==> config.mk <==
export PLATFORM = sky130hd
export DESIGN_NAME = phys_reg_free_list_ctrl
export DESIGN_NICKNAME = d
export VERILOG_FILES = /design/src/rtl/core_types_pkg.sv /design/src/rtl/phys_reg_free_list_ctrl.sv
export SDC_FILE = /design/constraint.sdc
export NUM_CORES = 1
export LEC_CHECK = 0
export CORE_UTILIZATION = 33
export DETAILED_ROUTE_END_ITERATION = 7
export GPL_TIMING_DRIVEN = 0
export PLACE_DENSITY = 0.85
export SETUP_SLACK_MARGIN = 0.02
export SYNTH_ARGS = -nofsm -noshare
export SYNTH_HDL_FRONTEND = slang
export SYNTH_SLANG_ARGS = --single-unit
==> constraint.sdc <==
create_clock -name CLK -period 3.2 [get_ports CLK]
set_input_delay 0.32 -clock CLK [delete_from_list [all_inputs] [get_ports CLK]]
set_output_delay 0.32 -clock CLK [all_outputs]
set_load 0.01 [all_outputs]
==> src/rtl/core_types_pkg.sv <==
// Shared rename/ROB/checkpoint types used by the free-list controller and its neighbours.
package core_types_pkg;

   localparam int unsigned PHYS_REG_TAG_W   = 7;
   localparam int unsigned ROB_INDEX_W      = 7;
   localparam int unsigned CHECKPOINT_COL_W = 3;

   typedef logic [PHYS_REG_TAG_W-1:0]   phys_reg_tag_t;
   typedef logic [ROB_INDEX_W-1:0]      ROB_index_t;
   typedef logic [CHECKPOINT_COL_W-1:0] checkpoint_column_t;

   // Payload of a buffered branch resolve request
   typedef struct packed {
      logic               failed;
      ROB_index_t         rob_index;
      checkpoint_column_t column;
   } branch_restore_req_t;

endpackage

==> src/rtl/phys_reg_free_list_ctrl.sv <==
// Arbitrates rename, checkpoint save, commit free, ROB revert and branch restore onto the free list.
// Optional saturating statistics counters are enabled with `define FREE_LIST_CTRL_STATS_EN.
module phys_reg_free_list_ctrl
   import core_types_pkg::*;
#(
   parameter int unsigned STATS_W = 16
) (
   input  logic               CLK,
   input  logic               nRST,
   // dispatch
   input  logic               dispatch_rename_req,
   output logic               dispatch_rename_ready,
   output phys_reg_tag_t      dispatch_rename_tag,
   input  logic               dispatch_save_req,
   input  ROB_index_t         dispatch_save_ROB_index,
   output logic               dispatch_save_ready,
   output checkpoint_column_t dispatch_save_column,
   // commit, ROB revert, branch
   input  logic               commit_free_valid,
   input  phys_reg_tag_t      commit_free_tag,
   input  logic               rob_revert_valid,
   input  phys_reg_tag_t      rob_revert_tag,
   input  logic               rob_revert_done,
   input  logic               branch_restore_valid,
   input  logic               branch_restore_failed,
   input  ROB_index_t         branch_restore_ROB_index,
   input  checkpoint_column_t branch_restore_column,
   output logic               branch_restore_ready,
   output logic               branch_resp_valid,
   output logic               branch_resp_success,
   // free list
   output logic               fl_dequeue_valid,
   input  phys_reg_tag_t      fl_dequeue_tag,
   output logic               fl_enqueue_valid,
   output phys_reg_tag_t      fl_enqueue_tag,
   input  logic               fl_empty,
   output logic               fl_revert_valid,
   output phys_reg_tag_t      fl_revert_tag,
   output logic               fl_save_valid,
   output ROB_index_t         fl_save_ROB_index,
   input  checkpoint_column_t fl_save_column,
   output logic               fl_restore_valid,
   output logic               fl_restore_failed,
   output ROB_index_t         fl_restore_ROB_index,
   output checkpoint_column_t fl_restore_column,
   input  logic               fl_restore_success
`ifdef FREE_LIST_CTRL_STATS_EN
   ,
   output logic [STATS_W-1:0] stat_empty_stall,
   output logic [STATS_W-1:0] stat_revert_cycles
`endif
);

   typedef enum logic [1:0] {
      ST_IDLE    = 2'd0,
      ST_REVERT  = 2'd1,
      ST_RECOVER = 2'd2
   } state_t;

   state_t              state_q, state_d;
   logic                buf_valid_q, buf_valid_d;
   branch_restore_req_t buf_q, buf_d;

   logic failed_issue_c;
   logic restore_issue_c;
   logic idle_free_c;
   logic save_grant_c;
   logic rename_grant_c;
   logic restore_ready_c;

   if (STATS_W == 0) begin : g_stats_w_chk
      $error("STATS_W must be at least 1");
   end

   // Single-issue arbitration: revert > failed restore > save > dequeue
   always_comb begin
      failed_issue_c  = buf_valid_q & buf_q.failed & ~rob_revert_valid;
      restore_issue_c = buf_valid_q & (~buf_q.failed | ~rob_revert_valid);
      idle_free_c     = (state_q == ST_IDLE) & ~rob_revert_valid & ~failed_issue_c;
      save_grant_c    = idle_free_c & dispatch_save_req;
      rename_grant_c  = idle_free_c & ~save_grant_c & dispatch_rename_req & ~fl_empty;
      restore_ready_c = ~buf_valid_q | restore_issue_c;
   end

   always_ff @(posedge CLK or negedge nRST) begin
      if (!nRST) begin
         state_q <= ST_IDLE;
      end else begin
         state_q <= state_d;
      end
   end

   always_comb begin
      state_d = state_q;
      case (state_q)
         ST_IDLE:    if (rob_revert_valid) state_d = ST_REVERT;
         ST_REVERT:  if (rob_revert_done)  state_d = ST_IDLE;
         ST_RECOVER: state_d = rob_revert_valid ? ST_REVERT : ST_IDLE;
         default:    state_d = ST_IDLE;
      endcase
      // A mispredict recovery overrides whatever the walk was doing
      if (failed_issue_c) state_d = ST_RECOVER;
   end

   // One-entry branch request buffer; a new request may refill it in its drain cycle
   always_comb begin
      buf_valid_d = buf_valid_q;
      buf_d       = buf_q;
      if (branch_restore_valid && restore_ready_c) begin
         buf_valid_d     = 1'b1;
         buf_d.failed    = branch_restore_failed;
         buf_d.rob_index = branch_restore_ROB_index;
         buf_d.column    = branch_restore_column;
      end else if (restore_issue_c) begin
         buf_valid_d = 1'b0;
      end
   end

   always_ff @(posedge CLK or negedge nRST) begin
      if (!nRST) begin
         buf_valid_q <= 1'b0;
         buf_q       <= '0;
      end else begin
         buf_valid_q <= buf_valid_d;
         buf_q       <= buf_d;
      end
   end

   // Outputs; data fields read zero whenever their valid is low
   always_comb begin
      dispatch_rename_ready = rename_grant_c;
      dispatch_rename_tag   = '0;
      dispatch_save_ready   = save_grant_c;
      dispatch_save_column  = '0;
      fl_dequeue_valid      = rename_grant_c;
      fl_save_valid         = save_grant_c;
      fl_save_ROB_index     = '0;
      fl_enqueue_valid      = commit_free_valid & (commit_free_tag != '0);
      fl_enqueue_tag        = '0;
      fl_revert_valid       = rob_revert_valid;
      fl_revert_tag         = '0;
      fl_restore_valid      = restore_issue_c;
      fl_restore_failed     = restore_issue_c & buf_q.failed;
      fl_restore_ROB_index  = '0;
      fl_restore_column     = '0;
      branch_restore_ready  = restore_ready_c;
      branch_resp_valid     = restore_issue_c;
      branch_resp_success   = restore_issue_c & fl_restore_success;
      if (rename_grant_c) dispatch_rename_tag = fl_dequeue_tag;
      if (save_grant_c) begin
         dispatch_save_column = fl_save_column;
         fl_save_ROB_index    = dispatch_save_ROB_index;
      end
      if (fl_enqueue_valid) fl_enqueue_tag = commit_free_tag;
      if (rob_revert_valid) fl_revert_tag = rob_revert_tag;
      if (restore_issue_c) begin
         fl_restore_ROB_index = buf_q.rob_index;
         fl_restore_column    = buf_q.column;
      end
   end

`ifdef FREE_LIST_CTRL_STATS_EN
   logic [STATS_W-1:0] stall_cnt_q, stall_cnt_d;
   logic [STATS_W-1:0] revert_cnt_q, revert_cnt_d;

   // Saturating event counters
   always_comb begin
      stall_cnt_d  = stall_cnt_q;
      revert_cnt_d = revert_cnt_q;
      if (dispatch_rename_req && fl_empty && (stall_cnt_q != '1))
         stall_cnt_d = stall_cnt_q + STATS_W'(1);
      if ((state_q == ST_REVERT) && (revert_cnt_q != '1))
         revert_cnt_d = revert_cnt_q + STATS_W'(1);
   end

   always_ff @(posedge CLK or negedge nRST) begin
      if (!nRST) begin
         stall_cnt_q  <= '0;
         revert_cnt_q <= '0;
      end else begin
         stall_cnt_q  <= stall_cnt_d;
         revert_cnt_q <= revert_cnt_d;
      end
   end

   assign stat_empty_stall   = stall_cnt_q;
   assign stat_revert_cycles = revert_cnt_q;
`endif

endmodule

==> results of run 1 <==
[cell usage in the layout, fill, tap and decap left out, types with 2 or more instances in the layout]
master / instances
dfrtp_1: 14
inv_1: 20
buf_6: 2
nor3_2: 8
and2_1: 25
a21boi_0: 2
nand2_1: 11
clkdlybuf4s50_1: 103
and3b_1: 2
nor3_1: 10
nand4_1: 10
o211ai_1: 10
buf_4: 4
clkbuf_4: 3
clkbuf_1: 10
nand2b_1: 11
[critical path, delay by kind of cell]
family | cells | cell delay [ps]
simple gates | 1 | 120
compound gates | 1 | 440
buf+inv | 5 | 1470
[cell families (layout without fill, tap and decap cells)]
family,count (synthesis),after routing
compound gates,14,14
simple gates,83,83
buf+inv,36,142
flops,14,14
mux,1,1
[where the power goes]
part | internal (W) | switching [W]
Sequential | 0.000203 | 0.0000206
Clock | 0.0000437 | 0.0000571
Combinational | 0.000170 | 0.000114
[routing by layer]
| layer | track usage [%] | up-vias | wire (um) |
|---|---|---|---|
| met5 | 0 | - | 0 |
| met4 | 7.79 | 0 | 115 |
| met3 | 5.67 | 10 | 430 |
| met2 | 35.1 | 67 | 1820 |
| met1 | 24.3 | 610 | 1500 |
| li1 | - | 701 | - |
[per-stage QoR]
| step | hold slack (ps) | cells | power (W) | utilization (%) | instance area [um2] |
|---|---|---|---|---|---|
| 2_1_floorplan | 24.4 | 148 | 0.000345 | - | 1150 |
| 3_5_place_dp | 481 | 297 | 0.000512 | 67.1 | 2240 |
| 4_1_cts | 449 | 300 | 0.000609 | 67.8 | 2260 |
| 3_3_place_gp | 480 | 297 | 0.000506 | 67.1 | 2240 |
| 6_report | 427 | 300 | 0.000608 | 67.8 | 2260 |
| 5_1_grt | 479 | 300 | 0.000646 | 67.8 | 2260 |
[registers in the layout (all words and copies together) (netlist names)]
| signal | cells |
|---|---|
| buf_valid_q | 1 |
| buf_q | 11 |
| state_q | 2 |
[cells in the mapped netlist]
library cell / number
a2111o_1: 1
a21boi_0: 2
and2_1: 25
and3_1: 1
and3b_1: 2
buf_4: 4
buf_6: 2
clkbuf_1: 10
dfrtp_1: 14
inv_1: 20
mux2i_1: 1
nand2_1: 11
nand2b_1: 11
nand4_1: 10
nor2_1: 1
nor2_2: 1
nor3_1: 10
nor3_2: 8
nor4_1: 1
o211ai_1: 10
o22ai_1: 1
or3b_1: 1
or3b_2: 1
[cell type report]
class / instances / area (um2)
Clock buffer: 3 / 22.5
Multi-Input combinational cell: 98 / 634
Buffer: 16 / 90.1
Sequential cell: 14 / 350
Fill cell: 298 / 1080
Inverter: 20 / 75.1
Tap cell: 46 / 57.6
Timing Repair Buffer: 103 / 1030
[worst max-delay path by stage]
stage                    endpoint  slack [ps]  cells after the start
floorplan           fl_save_valid        1430                      5
global placement    fl_save_valid         540                      7
detailed placement  fl_save_valid         520                      7
CTS                 fl_save_valid         510                      7
global route        fl_save_valid         420                      7
finish              fl_save_valid         520                      7
==> reports/qor.yml, run 1 <==
routed_wirelength_mm: 3.87
p_leak_nw: 0.917
fin_skew_ps: 9.37
setup_slack_ps: 521
syn_avg_cell_area_um2: 7.77
cts_tree: "done"
regToRegEndpoint: "buf_q[7]$_DFFE_PN0P_"
cts_resized: 0
first_pass_iters: 4
antenna_found_initial: 0
drtIter0Drc: 47
place_ws_ps: 518
slew_viol_final: 0
drc: 0
slowest_stage: "clkdlybuf4s50_1"
synth.area.mux_share_pct: 0.871
crit_fanout: 10
cp.required_ps: 2880
dieArea_mm2: 0.00372
grt_pass1_wl_mm: 5.69
seq_area_frac_synth_pct: 30.5
grt_max_degree: 15
synthAdderAreaFrac_pct: 0
rr_startpoint: "buf_q[10]$_DFFE_PN0P_"
n_antenna_cell: 0
cp_slowest_stage_delay_ps: 550
ys_top_cells_by_area: "dfrtp_1 30%, and2_1 14%, nor3_2 7.0%"
grt_overflow: 0
port_buffers: 103
cp_cell_sequence: "clkdlybuf4s50_1 > a2111o_1 > buf_6 > buf_6 > nor2_1 > buf_4 > clkdlybuf4s50_1"
p_per_area_mw_per_mm2: 269
synth_top_cell_area_share_pct: 30.5
wl_per_cell_um: 12.9
hold_violations: 0
clkSlewWorstSetupHoldPaths_ps: 90
maxSlewHeadroom_pct: 56.7
outcome: "finished, final reports clean"
arrival_ps: 2360
syn_area_mm2: 0.00115
final.period_utilization_pct: 83.7
synth_top_family_by_area: "simple AND/OR/NAND/NOR gates"
fp.dieH_um: 61.0
synth-seq-cells: 14
endpoint_kind: "output port"
die-width_um: 61.0
ant_nets: 0
root_buffer: "clkbuf_4"
syn_inst: 148
synthSimpleGateAreaFrac_pct: 44.9
max-vdd-ir-drop_v: 0.000187
nNetsFinal: 308
reg2reg_depth: 3
start_util_pct: 34.5
cts_setup_buffers: 0
yosysWarningCount: 0
clock_path_buffers: 2
num_io_pins: 104
clock_sinks: 14
via_per_inst: 4.63
tightest_slew_ps: 647
core-area_mm2: 0.00334
max_freq_mhz: 373
synth_xor_area_share_pct: 0
hold_buffers: 0
reg2reg_slack_ps: 1860
hpwl_mm: 3.20
synth_compound_area_share_pct: 9.36
row_count: 21
track_usage_pct: 20.5
synth.net_count: 200
clock_latency_ps: 280
drv_cap: 0
fin_tns_setup_ps: 0
gp_congestion: 0.828
num_vias: 1388
cts_htree_levels: 1
critical_path_class: "in -> out"
synth.distinct_cells: 23
period_minus_slack_ps: 2680
layout-drive-gt1-share_pct: 7.48
rsz0062_at_grt: "false"
hold_path_class: "in -> async"
grt_pass1_vias: 1191
critPathLaunchType: "input port"
syn_to_final_growth_pct: 96.6
yosys.area.top_type: "dfrtp_1"
cts_buffers: 3
cp-startpoint: "rob_revert_valid"
setup_viol: 0
Power figures use the tool's default switching activity.
==> run 2: changes to the inputs <==
- CORE_UTILIZATION: 33 -> 28
- PLACE_DENSITY: 0.85 -> 0.77
- clock period: 3.2 -> 2.3 ns (I/O delays scaled with it)
==> run 2 against run 1 <==
Effect of this change: power grew 56%; combinational power rose by 38%; final cell count is 1.0% higher; sequential power grew 39%; sequential cell count did not move; largest cell class unchanged; critical endpoint is now dispatch_rename_tag[5]; first-iteration DRC count grew 21%; utilization shrank 7.3 points.
==> reports/qor.yml, run 2 (synthesis results as in run 1) <==
outcome: "finished, final reports clean"
cp.required_ps: 2070
drtIter0Drc: 57
dp.cells: 299
layout-drive-gt1-share_pct: 8.63
regToRegEndpoint: "buf_q[2]$_DFFE_PN0P_"
slowest_stage: "clkdlybuf4s50_1"
max_freq_mhz: 451
start_util_pct: 30.3
cts_buffers: 3
clock_latency_ps: 250
n_antenna_cell: 0
mostFrequentLayoutCells: "88 x clkdlybuf4s50_1, 25 x and2_1, 20 x inv_1"
rsz0062_at_grt: "false"
root_buffer: "clkbuf_8"
core-area_mm2: 0.00380
num_io_pins: 104
hold_path_class: "in -> async"
place_ws_ps: -150
hpwl_mm: 3.07
setup_viol: 0
p_leak_nw: 1.06
grt_pass1_wl_mm: 5.79
endpoint_kind: "output port"
maxSlewHeadroom_pct: 54.7
critical_path_class: "reg -> out"
grt_overflow: 0
num_vias: 1381
antenna_found_initial: 0
drv_cap: 0
fin_tns_setup_ps: 0
reg2reg_depth: 4
cts_tree: "done"
row_count: 22
period_minus_slack_ps: 2220
setup_slack_ps: 83.3
crit_fanout: 10
p_per_area_mw_per_mm2: 413
rr_startpoint: "buf_valid_q$_DFFE_PN0P_"
reg_top3: "buf_q (11), state_q (2), buf_valid_q (1)"
slew_viol_final: 0
gp_congestion: 0.722
max-vdd-ir-drop_v: 0.000279
critPathTopFamily: "buffers and inverters"
arrival_ps: 1990
clkSlewWorstSetupHoldPaths_ps: 60
reg2reg_slack_ps: 900
regMostFlops: "buf_q"
clock_sinks: 14
worst-path-stages: 4
stdcell_count: 303
final_common_cell: "clkdlybuf4s50_1"
drc: 0
syn_to_final_growth_pct: 99.8
ant_nets: 0
hold_buffers: 0
track_usage_pct: 17.5
nNetsFinal: 308
dieArea_mm2: 0.00437
fp.dieH_um: 66.1
grt_pass1_vias: 1234
final.period_utilization_pct: 96.4
port_buffers: 103
timing.critical_path.buf_inv: 2
cp_cell_sequence: "a2111o_1 > buf_6 > nor3_1 > clkdlybuf4s50_1"
clock_path_buffers: 2
first_pass_iters: 4
cp_slowest_stage_delay_ps: 570
power_w: 0.000948
tightest_slew_ps: 677
via_per_inst: 4.56
largest_register_ffs: 11
die-width_um: 66.1
routed_wirelength_mm: 3.89
fillers: 365
cts_htree_levels: 1
grt_max_degree: 15
critPathLaunchType: "flip-flop"
fin_skew_ps: 3.04
hold_violations: 0
wl_per_cell_um: 12.8
run 2: changes by cell type in the layout (fill, tap and decap cells not counted), moves of 2 or more:
cell | previous run | this run
clkbuf_8 | 0 | 4
clkbuf_1 | 10 | 8
clkbuf_4 | 3 | 0
dlygate4sd2_1 | 0 | 11
dlymetal6s2s_1 | 0 | 4
clkdlybuf4s50_1 | 103 | 88
run 2: worst max-delay path by stage:
stage,from,to
6_report,buf_valid_q$_DFFE_PN0P_,dispatch_rename_tag[5]
5_1_grt,buf_valid_q$_DFFE_PN0P_,dispatch_rename_tag[1]
2_1_floorplan,buf_valid_q$_DFFE_PN0P_,fl_save_valid
3_3_place_gp,rob_revert_valid,fl_save_valid
3_5_place_dp,rob_revert_valid,fl_save_valid
4_1_cts,buf_valid_q$_DFFE_PN0P_,fl_save_ROB_index[1]
run 2: power by group:
| part | total (W) | switching (W) | internal [W] |
|---|---|---|---|
| Combinational | 0.000391 | 0.000158 | 0.000233 |
| Sequential | 0.000312 | 0.0000285 | 0.000283 |
| Clock | 0.000246 | 0.0000938 | 0.000152 |
| Total | 0.000948 | 0.000281 | 0.000668 |
run 2: stage by stage:
step                utilization (%)  hold WS [ps]  cell area, um2
floorplan                         -         -65.6            1150
CTS                            60.3           392            2290
global placement               59.0           480            2240
detailed placement             59.0           480            2240
finish                         60.5           389            2300
global route                   60.5           447            2300
run 2: repair_timing:
action                     in CTS  in global routing
setup endpoints to repair      23                  9
buffers inserted                1                  0
gates resized for setup        12                  5
cloned                          0                  0
run 2: layer usage:
metal  up-vias  global-route usage, %  share of wire, %
met5         -                      0                 0
met3         5                   3.62               9.9
met2        66                   30.9                48
met4         0                   6.65               1.3
met1       610                   20.6                41
li1        700                      -                 -
run 2: area by class of cell:
type                    count  area (um2)  area share (%)
well taps                  48        60.1            2.61
clock buffers               4        55.1            2.40
flip-flops and latches     14         350            15.3
multi-input cells          98         634            27.6
repair buffers            104        1030            45.0
inverters                  20        75.1            3.27
plain buffers              15        87.6            3.81
==> RTL edit 1, RTL diff (settings of run 1) <==
Change the package constant `CHECKPOINT_COL_W` from 3 to 6.
--- a/src/rtl/core_types_pkg.sv
+++ b/src/rtl/core_types_pkg.sv
@@ -3,7 +3,7 @@
 
    localparam int unsigned PHYS_REG_TAG_W   = 7;
    localparam int unsigned ROB_INDEX_W      = 7;
-   localparam int unsigned CHECKPOINT_COL_W = 3;
+   localparam int unsigned CHECKPOINT_COL_W = 6;
 
    typedef logic [PHYS_REG_TAG_W-1:0]   phys_reg_tag_t;
    typedef logic [ROB_INDEX_W-1:0]      ROB_index_t;
Ports: changed (resized branch_restore_column, dispatch_save_column, fl_restore_column and fl_save_column); port bits go from 104 to 116. No check against the original RTL was run, so the function may have changed too.
==> RTL edit 1 against run 1 <==
- core utilization up 0.76 points
- worst setup slack worse by 80 ps
- final area up 13%
- sequential cell count up 3
- area after synthesis up 15%
- routed wire length up 15%
- clock skew down 8.4 ps
- sequential power up 21%
- global-route usage up 0.51 points
- total power up 25%
- synthesized cell count up 19%
- critical endpoint is now fl_restore_ROB_index[1]
- largest cell class unchanged
- largest power group unchanged
- highest routed layer unchanged
==> RTL edit 1: results (changes against run 1) <==
status: "complete, no violations"
ys_top_cells_by_count: "and2_1, inv_1, nor3_1, dfrtp_1"
drt_iter0_drc: 44  # -6.4%
grt_max_degree: 18  # +3
clock_latency_ps: 250  # -30 ps
register_area_um2: 425.4  # +21%
wl_met1_um: 1711  # +14%
ys_dominant_reg_cell: "dfrtp_1"
grt_pass1_vias: 1564  # +31%
max_stage_delay_ps: 560
dp_hpwl_um: 3551  # +11%
hp-class: "flop to flop"
synthTopCellsByArea: "dfrtp_1, and2_1, nor3_1"
skew_ps: 0.9575  # -8.414 ps
synth.distinct_cells: 21  # -8.7%
cts.clk_slew.worst_paths_ps: 60  # -30 ps
crit_fanout: 11  # +1
power_frac_seq_pct: 35.5  # -1.3 points
avgSynthCellArea_um2: 7.493  # -3.6%
yosysSeqAreaShare_pct: 32.26  # +1.8 points
fin_cells: 342  # +14%
use_met1_pct: 22.65  # -1.6 points
syn-num-nets: 234  # +17%
wl_met2_um: 2201  # +21%
p_clk_mw: 0.162  # +60%
p_sw_mw: 0.2322  # +21%
ir_worst_vdd_mv: 0.2695  # +44%
arrival_ps: 2440  # +80 ps
routed_wl_um: 4432  # +15%
reg.largest.list: "buf_q x14, state_q x2, buf_valid_q x1"
gp_congestion: 0.8062  # -2.6%
nets: 353  # +15%
p_sw_share_pct: 30.45  # -1.0 points
grt_use_total_pct: 20.96  # +0.51 points
io_buffers: 114  # +11%
clock-root-buffer: "clkbuf_8"
layout-drive-gt1-share_pct: 5.102  # -2.4 points
fillCellCount: 320  # +7.4%
reg2reg_from: "buf_q[13]$_DFFE_PN0P_"
tightest_slew_ps: 808.1  # +161.4 ps
grt_pass1_wl_um: 6982  # +23%
met2_usage_pct: 38.92  # +3.8 points
route.vias.total: 1641  # +18%
synth_edf_count: 0  # unchanged
wl_met3_um: 459  # +6.7%
post-place-ws_ps: 418.3  # -100.1 ps
placed_area_um2: 2520  # +13%
use_met3_pct: 5.729  # +0.057 points
p_leak_nw: 1.055  # +15%
cp_slowest_cell: "a21boi_0"
## RTL edit 1: cell type report
type | instances | share of cell area (%)
multi-input cells | 116 | 27.17
well taps | 48 | 2.341
flip-flops and latches | 17 | 16.59
inverters | 23 | 3.366
clock buffers | 4 | 1.756
repair buffers | 114 | 44.49
plain buffers | 20 | 4.293
## RTL edit 1: final timing paths
kind,endpoint,slack (ps),cells past startpoint
min in group asynchronous,buf_q[11]$_DFFE_PN0P_,530,1
max in group asynchronous,state_q[0]$_DFFE_PN0P_,2160,1
max reg2reg,buf_q[8]$_DFFE_PN0P_,1790,5
max,fl_restore_ROB_index[1],440,5
min reg2reg,state_q[0]$_DFFE_PN0P_,520,1
min,state_q[0]$_DFFE_PN0P_,520,1
## RTL edit 1: cells by family (layout without fill, tap and decap cells)
kind of cell	Yosys count	after routing	share of synthesized area [%]
flip-flops	17	17	32.26
AND/OR/NAND/NOR	98	98	42.22
multiplexers	1	1	0.7590
buffers and inverters	43	161	14.90
AO/OA/AOI/OAI	17	17	9.867
==> RTL edit 2, RTL diff (config.mk and constraints of run 1) <==
Made on the original files. Encoding of `state_t`: now one-hot (3 bits for 3 states).
--- a/src/rtl/phys_reg_free_list_ctrl.sv
+++ b/src/rtl/phys_reg_free_list_ctrl.sv
@@ -51,10 +51,10 @@
 `endif
 );
 
-   typedef enum logic [1:0] {
-      ST_IDLE    = 2'd0,
-      ST_REVERT  = 2'd1,
-      ST_RECOVER = 2'd2
+   typedef enum logic [2:0] {
+      ST_IDLE    = 3'b001,
+      ST_REVERT  = 3'b010,
+      ST_RECOVER = 3'b100
    } state_t;
 
    state_t              state_q, state_d;
Formal check against the unedited RTL: same outputs for any inputs over 10 cycles, from zero or initial values and one cycle with nRST low; not proved beyond that.
==> RTL edit 2 against run 1 <==
- total power rose by 3.3%
- final area is 8.9% lower
- critical path depth fell by 1
- routed wire length fell by 24%
- area after synthesis down 16%
- first-iteration DRC count fell by 60%
- critical endpoint is now fl_save_ROB_index[5]
- combinational power decreased by 1%
- sequential cell count grew 1
- worst setup slack gained 170 ps
- die area down 16%
- maximum frequency rose by 6.6%
==> RTL edit 2: results (changes against run 1) <==
avgSynthCellArea_um2: 9.932  # +28%
ir_worst_vdd_mv: 0.3388  # +81%
tightest_slew_ps: 655.7  # +8.958 ps
powerDensity_nw_per_um2: 304.7  # +13%
gp_congestion: 0.7670  # -7.4%
grt_pass1_wl_um: 4802  # -16%
wl_met3_um: 350  # -19%
synth.distinct_cells: 22  # -4.3%
drtPass1Iterations: 4  # unchanged
drt_iter0_drc: 19  # -60%
comb-power_mw: 0.279  # -1%
grt_pass1_vias: 1073  # -9.9%
grt_max_degree: 16  # +1
wl_met1_um: 1113  # -26%
crit_path_end: "fl_save_ROB_index[5]"
arrival_ps: 2190  # -170 ps
syn-num-nets: 149  # -26%
startpoint: "rob_revert_valid"
fin_cells: 235  # -22%
ys_warn_count: 0  # unchanged
use_met3_pct: 7.209  # +1.5 points
layout-drive-gt1-share_pct: 12.75  # +5.3 points
ys_top_cells_by_count: "and2_1, dfrtp_1, mux2_2, buf_4, nor2_1"
p_leak_nw: 0.8302  # -9.5%
status: "complete, no violations"
placed_cells_incl_taps: 231  # -22%
reg.largest.list: "buf_q x11, state_q x3, buf_valid_q x1"
skew_ps: 2.353  # -7.019 ps
nets: 257  # -17%
max_stage_delay_ps: 530  # -20 ps
r2r_cells: 4  # +1
post-place-ws_ps: 663.8  # +145.4 ps
wl_met2_um: 1435  # -21%
cap_viol_max_count: 0  # unchanged
p_sw_mw: 0.1701  # -11%
crit_fanout: 11  # +1
timing.rr.end: "buf_q[6]$_DFFE_PN0P_"
grt_use_total_pct: 18.97  # -1.5 points
r2r_setup_slack_ps: 1910  # +50 ps
synth_edf_count: 0  # unchanged
fin_crit_ps: 2512  # -166.7 ps
async_flop_share_pct: 100.0  # unchanged
pwr-share-clk_pct: 17.1  # +0.5 points
viasPerCell: 4.587  # -0.85%
use_met1_pct: 19.44  # -4.8 points
met2_usage_pct: 35.54  # +0.45 points
yosysSeqAreaShare_pct: 39.09  # +8.6 points
routed_wl_um: 2931  # -24%
dp_hpwl_um: 2484  # -22%
cp_slowest_cell: "clkdlybuf4s50_1"
synthTopCellsByArea: "dfrtp_1, and2_1, mux2_2"
## RTL edit 2: final cells by class
class                      count  area (um2)
timing repair buffer         103        1031
multi-input combinational     73       524.3
fill                         200       698.2
clock buffer                   4       26.28
buffer                         9       62.56
sequential                    15       376.6
tap                           31       38.79
## RTL edit 2: through the flow
step / cell area, um2 / hold WS [ps]
final: 2059 / 429.7
after global routing: 2059 / 494.3
after CTS: 2059 / 450.0
after detailed placement: 2033 / 491.1
after global placement: 2033 / 477.8
after floorplan: 963.4 / 24.41
## RTL edit 2: cell families (layout without fill, tap and decap cells)
group / Yosys count / count (layout) / share of synthesized area (%)
simple gates: 56 / 56 / 36.75
flops: 15 / 15 / 39.09
mux: 11 / 11 / 12.86
buf+inv: 9 / 116 / 6.494
compound gates: 5 / 5 / 3.895
xor+xnor: 1 / 1 / 0.9093
## RTL edit 2: worst register-to-register path, stage by stage (launching register included)
cell	delay (ps)
dfrtp_1	380
nand3_1	140
nand2_1	150
buf_6	160
mux2_2	350
